## config.mk

```make
export PLATFORM = sky130hd
export DESIGN_NAME = decoder_frame_sched
export DESIGN_NICKNAME = d
export VERILOG_FILES = /design/src/rtl/decoder_sched_pkg.sv /design/src/rtl/rr_arbiter.sv /design/src/rtl/decoder_frame_sched.sv
export SDC_FILE = /design/constraint.sdc
export NUM_CORES = 1
export LEC_CHECK = 0
export BUFFER_PORTS_ARGS = -buffer_cell sky130_fd_sc_hd__buf_2
export CORE_AREA = 2 2 162 164
export DETAILED_ROUTE_END_ITERATION = 12
export DIE_AREA = 0 0 164 166
export SLEW_MARGIN = 0
export SYNTH_ARGS = -nofsm -noshare
export SYNTH_HDL_FRONTEND = slang
export SYNTH_SLANG_ARGS = --single-unit
export TNS_END_PERCENT = 30
```

## constraint.sdc

```tcl
create_clock -name clk -period 2.55 [get_ports clk]
set_clock_uncertainty 0.2 [all_clocks]
set_input_delay 0.1275 -clock clk [delete_from_list [all_inputs] [get_ports clk]]
set_output_delay 0.1275 -clock clk [all_outputs]
set_load 0.01 [all_outputs]
```

## src/rtl/decoder_sched_pkg.sv

```systemverilog
`default_nettype none
// ============================================================================
//  Module   : decoder_sched_pkg
//  Purpose  : Shared types and round-robin helper for the decoder frame
//             scheduler and its arbiter.
//  Revision : 1.0 - initial release
// ============================================================================
package decoder_sched_pkg;

    typedef enum logic [1:0] {
        IDLE     = 2'd0,
        FWD_IN   = 2'd1,
        WAIT_OUT = 2'd2
    } sched_state_t;

    localparam int STAT_W = 16;
    localparam int RR_MAX = 32;

    // First set bit of req scanning last+1 upward with wrap at n; returns last if req is empty.
    function automatic logic [4:0] rr_pick(input logic [RR_MAX-1:0] req,
                                           input logic [4:0]        last,
                                           input int                n);
        logic [5:0] idx;
        logic [4:0] pick;
        logic       found;
        pick  = last;
        found = 1'b0;
        for (int i = 1; i <= RR_MAX; i++) begin
            idx = {1'b0, last} + 6'(i);
            if (idx >= 6'(n)) begin
                idx = idx - 6'(n);
            end
            if (!found && (i <= n) && req[idx[4:0]]) begin
                pick  = idx[4:0];
                found = 1'b1;
            end
        end
        return pick;
    endfunction

endpackage
`default_nettype wire

```

## src/rtl/rr_arbiter.sv

```systemverilog
`default_nettype none
// ============================================================================
//  Module   : rr_arbiter
//  Purpose  : Combinational N_REQ-way round-robin pick (N_REQ <= 32) plus an
//             any-request flag.
//  Revision : 1.0 - initial release
// ============================================================================
module rr_arbiter
    import decoder_sched_pkg::*;
#(
    parameter int N_REQ = 4,
    parameter int ID_W  = $clog2(N_REQ)
) (
    input  logic [N_REQ-1:0] req,
    input  logic [ID_W-1:0]  last,
    output logic [ID_W-1:0]  pick,
    output logic             any_req
);

    logic [RR_MAX-1:0] req_ext;

    assign req_ext = RR_MAX'(req);
    assign pick    = ID_W'(rr_pick(req_ext, 5'(last), N_REQ));
    assign any_req = |req;

endmodule
`default_nettype wire

```

## src/rtl/decoder_frame_sched.sv

```systemverilog
`default_nettype none
// ============================================================================
//  Module   : decoder_frame_sched
//  Purpose  : Round-robin frame scheduler sharing one decoder between N_REQ
//             requesters; grant is held from first LLR beat to codeword tlast.
//             Define DECODER_SCHED_STATS_EN for per-requester frame counters.
//  Revision : 1.0 - initial release
// ============================================================================
module decoder_frame_sched
    import decoder_sched_pkg::*;
#(
    parameter  int N_REQ    = 4,
    parameter  int IN_W     = 32,
    parameter  int OUT_W    = 32,
    parameter  int IN_BEATS = 8,
    localparam int ID_W     = $clog2(N_REQ)
) (
    input  logic                    clk,
    input  logic                    rst,
    input  logic [N_REQ*IN_W-1:0]   req_tdata,
    input  logic [N_REQ-1:0]        req_tvalid,
    output logic [N_REQ-1:0]        req_tready,
    output logic [IN_W-1:0]         dec_in_tdata,
    output logic                    dec_in_tvalid,
    output logic                    dec_in_tlast,
    input  logic                    dec_in_tready,
    input  logic [OUT_W-1:0]        dec_out_tdata,
    input  logic                    dec_out_tvalid,
    input  logic                    dec_out_tlast,
    output logic                    dec_out_tready,
    output logic [N_REQ*OUT_W-1:0]  rsp_tdata,
    output logic [N_REQ-1:0]        rsp_tvalid,
    output logic [N_REQ-1:0]        rsp_tlast,
    input  logic [N_REQ-1:0]        rsp_tready,
    output logic [ID_W-1:0]         grant_id,
    output logic                    busy,
    output logic [N_REQ*STAT_W-1:0] stat_frames
);

    localparam int              CNT_W     = (IN_BEATS > 1) ? $clog2(IN_BEATS) : 1;
    localparam logic [CNT_W-1:0] LAST_BEAT = CNT_W'(IN_BEATS - 1);

    sched_state_t     state_q,      state_d;
    logic [ID_W-1:0]  grant_id_q,   grant_id_d;
    logic [ID_W-1:0]  last_grant_q, last_grant_d;
    logic [CNT_W-1:0] beat_cnt_q,   beat_cnt_d;
    logic             busy_q,       busy_d;

    logic [ID_W-1:0]  arb_pick;
    logic             arb_any;
    logic             in_fwd;
    logic             out_fwd;
    logic             in_hs;
    logic             out_hs;
    logic             last_beat;

    rr_arbiter #(
        .N_REQ   (N_REQ),
        .ID_W    (ID_W)
    ) u_rr_arbiter (
        .req     (req_tvalid),
        .last    (last_grant_q),
        .pick    (arb_pick),
        .any_req (arb_any)
    );

    assign in_fwd    = (state_q == FWD_IN);
    assign out_fwd   = (state_q == WAIT_OUT);
    assign in_hs     = dec_in_tvalid && dec_in_tready;
    assign out_hs    = dec_out_tvalid && dec_out_tready;
    assign last_beat = (beat_cnt_q == LAST_BEAT);
    assign grant_id  = grant_id_q;
    assign busy      = busy_q;

    // Stream muxing is purely combinational so a granted frame sees no extra latency.
    always_comb begin
        req_tready     = '0;
        dec_in_tdata   = '0;
        dec_in_tvalid  = 1'b0;
        dec_in_tlast   = 1'b0;
        rsp_tdata      = '0;
        rsp_tvalid     = '0;
        rsp_tlast      = '0;
        dec_out_tready = 1'b0;
        for (int i = 0; i < N_REQ; i++) begin
            if (grant_id_q == ID_W'(i)) begin
                if (in_fwd) begin
                    dec_in_tdata  = req_tdata[i*IN_W +: IN_W];
                    dec_in_tvalid = req_tvalid[i];
                    dec_in_tlast  = last_beat;
                    req_tready[i] = dec_in_tready;
                end
                if (out_fwd) begin
                    rsp_tdata[i*OUT_W +: OUT_W] = dec_out_tdata;
                    rsp_tvalid[i]               = dec_out_tvalid;
                    rsp_tlast[i]                = dec_out_tlast;
                    dec_out_tready              = rsp_tready[i];
                end
            end
        end
    end

    always_comb begin
        state_d      = state_q;
        grant_id_d   = grant_id_q;
        last_grant_d = last_grant_q;
        beat_cnt_d   = beat_cnt_q;
        case (state_q)
            IDLE: begin
                if (arb_any) begin
                    grant_id_d = arb_pick;
                    state_d    = FWD_IN;
                end
            end
            FWD_IN: begin
                if (in_hs) begin
                    if (last_beat) begin
                        beat_cnt_d = '0;
                        state_d    = WAIT_OUT;
                    end else begin
                        beat_cnt_d = beat_cnt_q + CNT_W'(1);
                    end
                end
            end
            WAIT_OUT: begin
                if (out_hs && dec_out_tlast) begin
                    last_grant_d = grant_id_q;
                    state_d      = IDLE;
                end
            end
            default: state_d = IDLE;
        endcase
        busy_d = (state_d != IDLE);
    end

    // Reset value of last_grant makes requester 0 the first in line.
    always_ff @(posedge clk or negedge rst) begin
        if (!rst) begin
            state_q      <= IDLE;
            grant_id_q   <= '0;
            last_grant_q <= ID_W'(N_REQ - 1);
            beat_cnt_q   <= '0;
            busy_q       <= 1'b0;
        end else begin
            state_q      <= state_d;
            grant_id_q   <= grant_id_d;
            last_grant_q <= last_grant_d;
            beat_cnt_q   <= beat_cnt_d;
            busy_q       <= busy_d;
        end
    end

`ifdef DECODER_SCHED_STATS_EN
    logic              done_hs;
    logic [STAT_W-1:0] stat_q [N_REQ];
    logic [STAT_W-1:0] stat_d [N_REQ];

    assign done_hs = out_fwd && out_hs && dec_out_tlast;

    always_comb begin
        for (int i = 0; i < N_REQ; i++) begin
            stat_d[i] = stat_q[i];
            if (done_hs && (grant_id_q == ID_W'(i)) && (stat_q[i] != '1)) begin
                stat_d[i] = stat_q[i] + STAT_W'(1);
            end
        end
    end

    always_ff @(posedge clk or negedge rst) begin
        if (!rst) begin
            for (int i = 0; i < N_REQ; i++) begin
                stat_q[i] <= '0;
            end
        end else begin
            for (int i = 0; i < N_REQ; i++) begin
                stat_q[i] <= stat_d[i];
            end
        end
    end

    for (genvar gi = 0; gi < N_REQ; gi++) begin : g_stat_out
        assign stat_frames[gi*STAT_W +: STAT_W] = stat_q[gi];
    end
`else
    assign stat_frames = '0;
`endif

endmodule
`default_nettype wire

```

=== Yosys cells after proc, flatten, opt, wreduce, memory -nomap -nowiden ===
Cells that the tools add are included.

* Bits of input ports: 173
* Output and inout port bits: 242
* Logic and storage cells: 121
* Register bits: 10

* Add/subtract/negate cells: 9
* $lt $le $gt $ge: 8
* Reductions and logical operators: 16
* Muxes and demuxes: 77
* Equality and inequality tests: 6

{| class="wikitable"
|+ Operators with widths
! operator !! count
|-
| $mux W32 || 13
|-
| $mux W1 || 46
|-
| $ge A6 B3 Y1 const B || 4
|-
| $lt A5 B6 Y1 const B || 4
|-
| $bmux W1 S5 || 4
|-
| $mux W5 || 4
|-
| $sub A5 B3 Y5 const B || 4
|-
| $mux W2 || 8
|-
| $add A2 B2 Y3 const B || 2
|-
| $eq A2 B2 Y1 const B || 3
|-
| $logic_and A1 B1 Y1 || 6
|-
| $pmux W2 S3 || 1
|-
| $reduce_and A2 Y1 || 3
|-
| $add A2 B3 Y4 const B || 1
|-
| $eq A2 B1 Y1 const B || 2
|-
| $logic_not A2 Y1 || 2
|-
| $reduce_or A4 Y1 || 1
|-
| $add A2 B1 Y3 const B || 1
|-
| $add A3 B1 Y3 const B || 1
|-
| $eq A3 B3 Y1 const B || 1
|-
| $logic_not A1 Y1 || 3
|-
| $mux W3 || 1
|-
| $reduce_bool A2 Y1 || 1
|}

=== Logic depth before layout (Yosys ltp) ===
* Depth in word-level cells: 15
* Depth in mapped cells: 8
* Gate-level depth less buffers: 7

=== Modules after synthesis ===
From an unflattened synthesis, not the netlist that was laid out.

* Cells, all modules: 489
* Area, all modules: 3,016.6 um2

{| class="wikitable"
|+ Modules (own cells, without submodules)
! module !! instances !! cells each !! area an instance (um2)
|-
| decoder_frame_sched || 1 || 458 || 2,753.9
|-
| rr_arbiter || 1 || 31 || 262.8
|}

=== Worst setup path after synthesis ===
No wires, ideal clock.

* Path type: reg-to-reg
* From: register last_grant_q[0]
* To: register grant_id_q[0], in the netlist grant_id[0]
* Required time: 2,207 ps
* Data arrival time: 1,763 ps
* Setup time: 143 ps
* Cell stages (with the launch flop): 9
* Setup slack: 444 ps
* Path through: dfstp_2 buf_6 inv_1 ha_1 a21bo_2 o22ai_1 a311oi_2 xnor2_1 o21ai_1

* Word-level cells in the longest chain between the ends: 15
* Elaborated cells between the ends (all ways): 37
* Classes of those cells: 8 x add/sub; 4 x order compare; 19 x mux; 6 x reduce/logical

{| class="wikitable"
|+ RTL lines
! element !! RTL line !! source
|-
| start, declared || decoder_frame_sched.sv:45 || <nowiki>logic [ID_W-1:0] last_grant_q, last_grant_d;</nowiki>
|-
| start signal, assigned || decoder_frame_sched.sv:141 || <nowiki>last_grant_q <= ID_W'(N_REQ - 1);</nowiki>
|-
| start signal, assigned || decoder_frame_sched.sv:147 || <nowiki>last_grant_q <= last_grant_d;</nowiki>
|-
| $add A2 B1 Y3 || decoder_sched_pkg.sv:29 || <nowiki>idx = {1'b0, last} + 6'(i);</nowiki>
|-
| $sub A5 B3 Y5 or $ge A6 B3 Y1 (tied branches) || decoder_sched_pkg.sv:31, decoder_sched_pkg.sv:30 ||
|-
| $mux W5 || decoder_sched_pkg.sv:30 || <nowiki>if (idx >= 6'(n)) begin</nowiki>
|-
| $bmux W1 S5 || decoder_sched_pkg.sv:33 || <nowiki>if (!found && (i <= n) && req[idx[4:0]]) begin</nowiki>
|-
| $mux W1 (implied by the code) || decoder_sched_pkg.sv:33 ||
|-
| $mux W1 || decoder_sched_pkg.sv:33 ||
|-
| $logic_not A1 Y1 || decoder_sched_pkg.sv:33 ||
|-
| $logic_and A1 B1 Y1 || decoder_sched_pkg.sv:33 ||
|-
| $mux W1 || decoder_sched_pkg.sv:33 ||
|-
| $logic_not A1 Y1 || decoder_sched_pkg.sv:33 ||
|-
| $logic_and A1 B1 Y1 || decoder_sched_pkg.sv:33 ||
|-
| $mux W1 || decoder_sched_pkg.sv:33 ||
|-
| $logic_not A1 Y1 || decoder_sched_pkg.sv:33 ||
|-
| $logic_and A1 B1 Y1 || decoder_sched_pkg.sv:33 ||
|-
| $mux W2 * || decoder_sched_pkg.sv:33 ||
|-
| end signal, assigned || decoder_frame_sched.sv:146 || <nowiki>grant_id_q <= grant_id_d;</nowiki>
|-
| end, declared || decoder_frame_sched.sv:44 || <nowiki>logic [ID_W-1:0] grant_id_q, grant_id_d;</nowiki>
|}

Mark *: on every way between the ends. The rest lies on a longest branch, timed or not. The select of a mux whose other input is x is not followed.
A chain may end at the register's enable or synchronous reset.

=== Worst setup path in the final report ===
* From: register grant_id_q[1], in the netlist grant_id[1]
* To: output dec_in_tdata[4]

* Word-level cells in the longest chain between the ends: 8
* Elaborated cells between the ends (all ways): 11
* Classes of those cells: 3 x eq/ne; 7 x mux; 1 x reduce/logical

{| class="wikitable"
|+ RTL lines
! element !! RTL line !! source
|-
| $logic_not A2 Y1 || decoder_frame_sched.sv:86 || <nowiki>if (grant_id_q == ID_W'(i)) begin</nowiki>
|-
| $mux W32 || decoder_frame_sched.sv:86 ||
|-
| $mux W32 || decoder_frame_sched.sv:87 || <nowiki>if (in_fwd) begin</nowiki>
|-
| $mux W32 || decoder_frame_sched.sv:86 ||
|-
| $mux W32 || decoder_frame_sched.sv:87 ||
|-
| $mux W32 || decoder_frame_sched.sv:86 ||
|-
| $mux W32 || decoder_frame_sched.sv:87 ||
|-
| $mux W32 * || decoder_frame_sched.sv:86 ||
|-
| end, declared || decoder_frame_sched.sv:23 || <nowiki>output logic [IN_W-1:0] dec_in_tdata,</nowiki>
|}

Mark *: on every way between the ends. The rest lies on a longest branch, timed or not.

==> flow_metrics.tcl <==
set metrics [dict create \
    p_sw_w 0.00170 \
    grt_antenna_before_repair 1 \
    drt_iter0_drc 344 \
    drv_cap 0 \
    cp_max_fo 32 \
    synth_cells 450 \
    synth.distinct_cells 41 \
    setup_viol 0 \
    critPathTopFamily "flip-flops" \
    htreeDepth 1 \
    path_clk_slew_ps 40 \
    hp-class "input port to async pin" \
    synthArstFlopShare_pct 100 \
    rsz0062_at_grt "false" \
    ys_seq_elements 10 \
    holdBufCountCts 1 \
    die_h_microns 166 \
    die_x_microns 164 \
    final_cell_mix "buf_2 (350), nor2_1 (140), conb_1 (64), nand2_1 (38), and2_1 (36)" \
    path_cells "nand2b_1 > nor2_2 > buf_12 > a222oi_1 > a21oi_1 > buf_2" \
    numClockSinks 10 \
    synth_edf_count 0 \
    start_util_pct 10.8 \
    clockBufferDepth 2 \
    arrival_ps 2060 \
    ys_top_cells_by_area "nor2_1 (19%), buf_4 (18%), a222oi_1 (12%), and2_1 (8.1%), dfrtp_1 (7.2%)" \
    power_frac_comb_pct 81.4 \
    cp-start-kind "flip-flop" \
    critPathMaxStageDelay_ps 500 \
    core_sq_um 25600 \
    yosysTopAreaCell "nor2_1" \
    crit_buf_inv 2 \
    synth_area_sq_um 2770 \
    r2r-start "last_grant_q[0]" \
    grt_start_max_net_pins 66 \
    wire_per_inst_microns 12.7 \
    grt_pass1_vias 3632 \
    synth.avg_cell_area_sq_um 6.15 \
    portBuffers 350 \
    cts_made_buffers 3 \
    synth_warnings 0 \
    grt-ovfl-total 0 \
    drive_gt1_share_pct 48.9 \
    viasPerCell 3.90 \
    diodes 0 \
    fmax_mhz 419 \
    wl_microns 14100 \
    root_buffer "clkbuf_16" \
    antenna_left 0 \
    firstDrtPassIters 7 \
    crit_cells 6 \
    cp_slowest_cell "dfrtp_1" \
    drv_slew 0 \
    vdd_drop_max_mv 0.545 \
    layout_commonest_cell "buf_2" \
    pin_count 415 \
    p_per_area_nw_per_um2 669 \
    dpl_worst_slack_ps 292 \
    period_share_pct 93.6 \
    cp-endpoint "dec_in_tdata[4]" \
    period_needed_ps 2390 \
    reg2reg_depth 7 \
    gp_congestion 0.804 \
    cts_resized 0 \
    setup.worst_path.class "flip-flop to output pin" \
    die_area_sq_um 27200 \
    netlist.area_leader.share_pct 19.2 \
    power.leakage_nw 2.71 \
    grt_pass1_wl_microns 19900 \
    finalHoldViolations 0 \
    ys.flop_type "dfrtp_1" \
    ys_seq_area_share_pct 9.13 \
    crit_required_ps 2220 \
    area_delta_synth_final_pct 72.3 \
    vias 4341 \
    drc 0 \
    hpwl_microns 11500 \
    intPower_w 0.00149 \
    fp-row-count 59 \
    status "finished clean" \
    clk-insertion-delay-late_ps 240 \
    cts_tree "yes" \
    grtUsageTotal_pct 9.00 \
    postCtsSetupBuffers 0 \
    pwr-share-clk_pct 9.7 \
    nets 958 \
    seq_power_share_pct 9.0 \
    setup_tns_ps 0 \
    timing.rr.end "grant_id[0]" \
    setup_slack_ps 164 \
    swShare_pct 53.2 \
    crit_start "grant_id[1]" \
    r2r_slack_ps 280 \
    endpoint_kind "output pin" \
]
[power groups by stage]
stage	Sequential (W)	Combinational [W]	Clock [W]
3_5_place_dp	0.000291	0.00258	0
3_3_place_gp	0.000285	0.00257	0
5_1_grt	0.000303	0.00281	0.000325
2_1_floorplan	0.000251	0.00165	0
6_report	0.000286	0.00260	0.000309
4_1_cts	0.000290	0.00260	0.000317
[cells in the mapped netlist, types with 2 or more instances]
| cell type | n |
|---|---|
| dfstp_2 | 2 |
| nor2b_1 | 3 |
| ha_1 | 7 |
| mux2_1 | 2 |
| a21o_1 | 2 |
| a211oi_1 | 2 |
| or2_1 | 2 |
| mux2i_1 | 4 |
| inv_1 | 4 |
| buf_2 | 14 |
| buf_1 | 9 |
| a21oi_1 | 34 |
| nor2_1 | 142 |
| nand2b_1 | 3 |
| a222oi_1 | 32 |
| mux2_2 | 3 |
| clkbuf_1 | 13 |
| o21ai_1 | 2 |
| and2_1 | 36 |
| buf_4 | 65 |
| nand2_1 | 38 |
| dfrtp_1 | 8 |
| nor3_1 | 5 |
[final cells by class]
class | count | area [sq um]
inverters | 4 | 15.0
multi-input cells | 397 | 2100
repair buffers | 362 | 1890
flip-flops and latches | 10 | 253
well taps | 335 | 419
clock buffers | 4 | 88.8
fillers | 2957 | 20800
[logic make-up (layout without fill, tap and decap cells)]
logic type	Yosys count	in the layout	synth area share, %
flip-flops	10	10	9.13
AND/OR/NAND/NOR	236	236	37.1
multiplexers	10	10	4.29
AO/OA/AOI/OAI	79	79	21.8
XOR/XNOR	1	1	0.316
buffers and inverters	106	370	24.1
other	1	64	0.135
adder cells (fa/ha/maj)	7	7	3.16
[worst min-delay path by stage]
stage / slack (ps) / start / depth (start not counted) / to
3_3_place_gp: -200 / rst / 1 / beat_cnt_q[0]
5_1_grt: 100 / rst / 2 / beat_cnt_q[1]
3_5_place_dp: -190 / rst / 1 / beat_cnt_q[1]
4_1_cts: 90 / rst / 2 / beat_cnt_q[1]
2_1_floorplan: -370 / rst / 0 / beat_cnt_q[0]
6_report: 80 / rst / 2 / beat_cnt_q[1]
[layer usage]
metal	share of wire (%)	track usage, %
met2	54	17.3
met5	0.092	0
met4	0.38	0.839
met3	6.5	0.874
met1	40	11.0
[sequential cells by signal (all words and copies together) (netlist names)]
| name | cells |
|---|---|
| busy | 1 |
| beat_cnt_q | 3 |
| grant_id | 2 |
| state_q | 2 |
| last_grant_q | 2 |
[per-stage QoR]
| step | area, sq um | power [W] | hold WS [ps] | util [%] | cells |
|---|---|---|---|---|---|
| 6_report | 4770 | 0.00319 | 78.0 | 18.6 | 1112 |
| 5_1_grt | 4770 | 0.00344 | 105 | 18.6 | 1112 |
| 4_1_cts | 4770 | 0.00321 | 89.8 | 18.6 | 1112 |
| 3_5_place_dp | 4670 | 0.00288 | -192 | 18.2 | 1107 |
| 3_3_place_gp | 4670 | 0.00286 | -195 | 18.2 | 1107 |
| 2_1_floorplan | 3010 | 0.00190 | -368 | - | 513 |
Note: power is estimated with default switching activity, not from simulation.
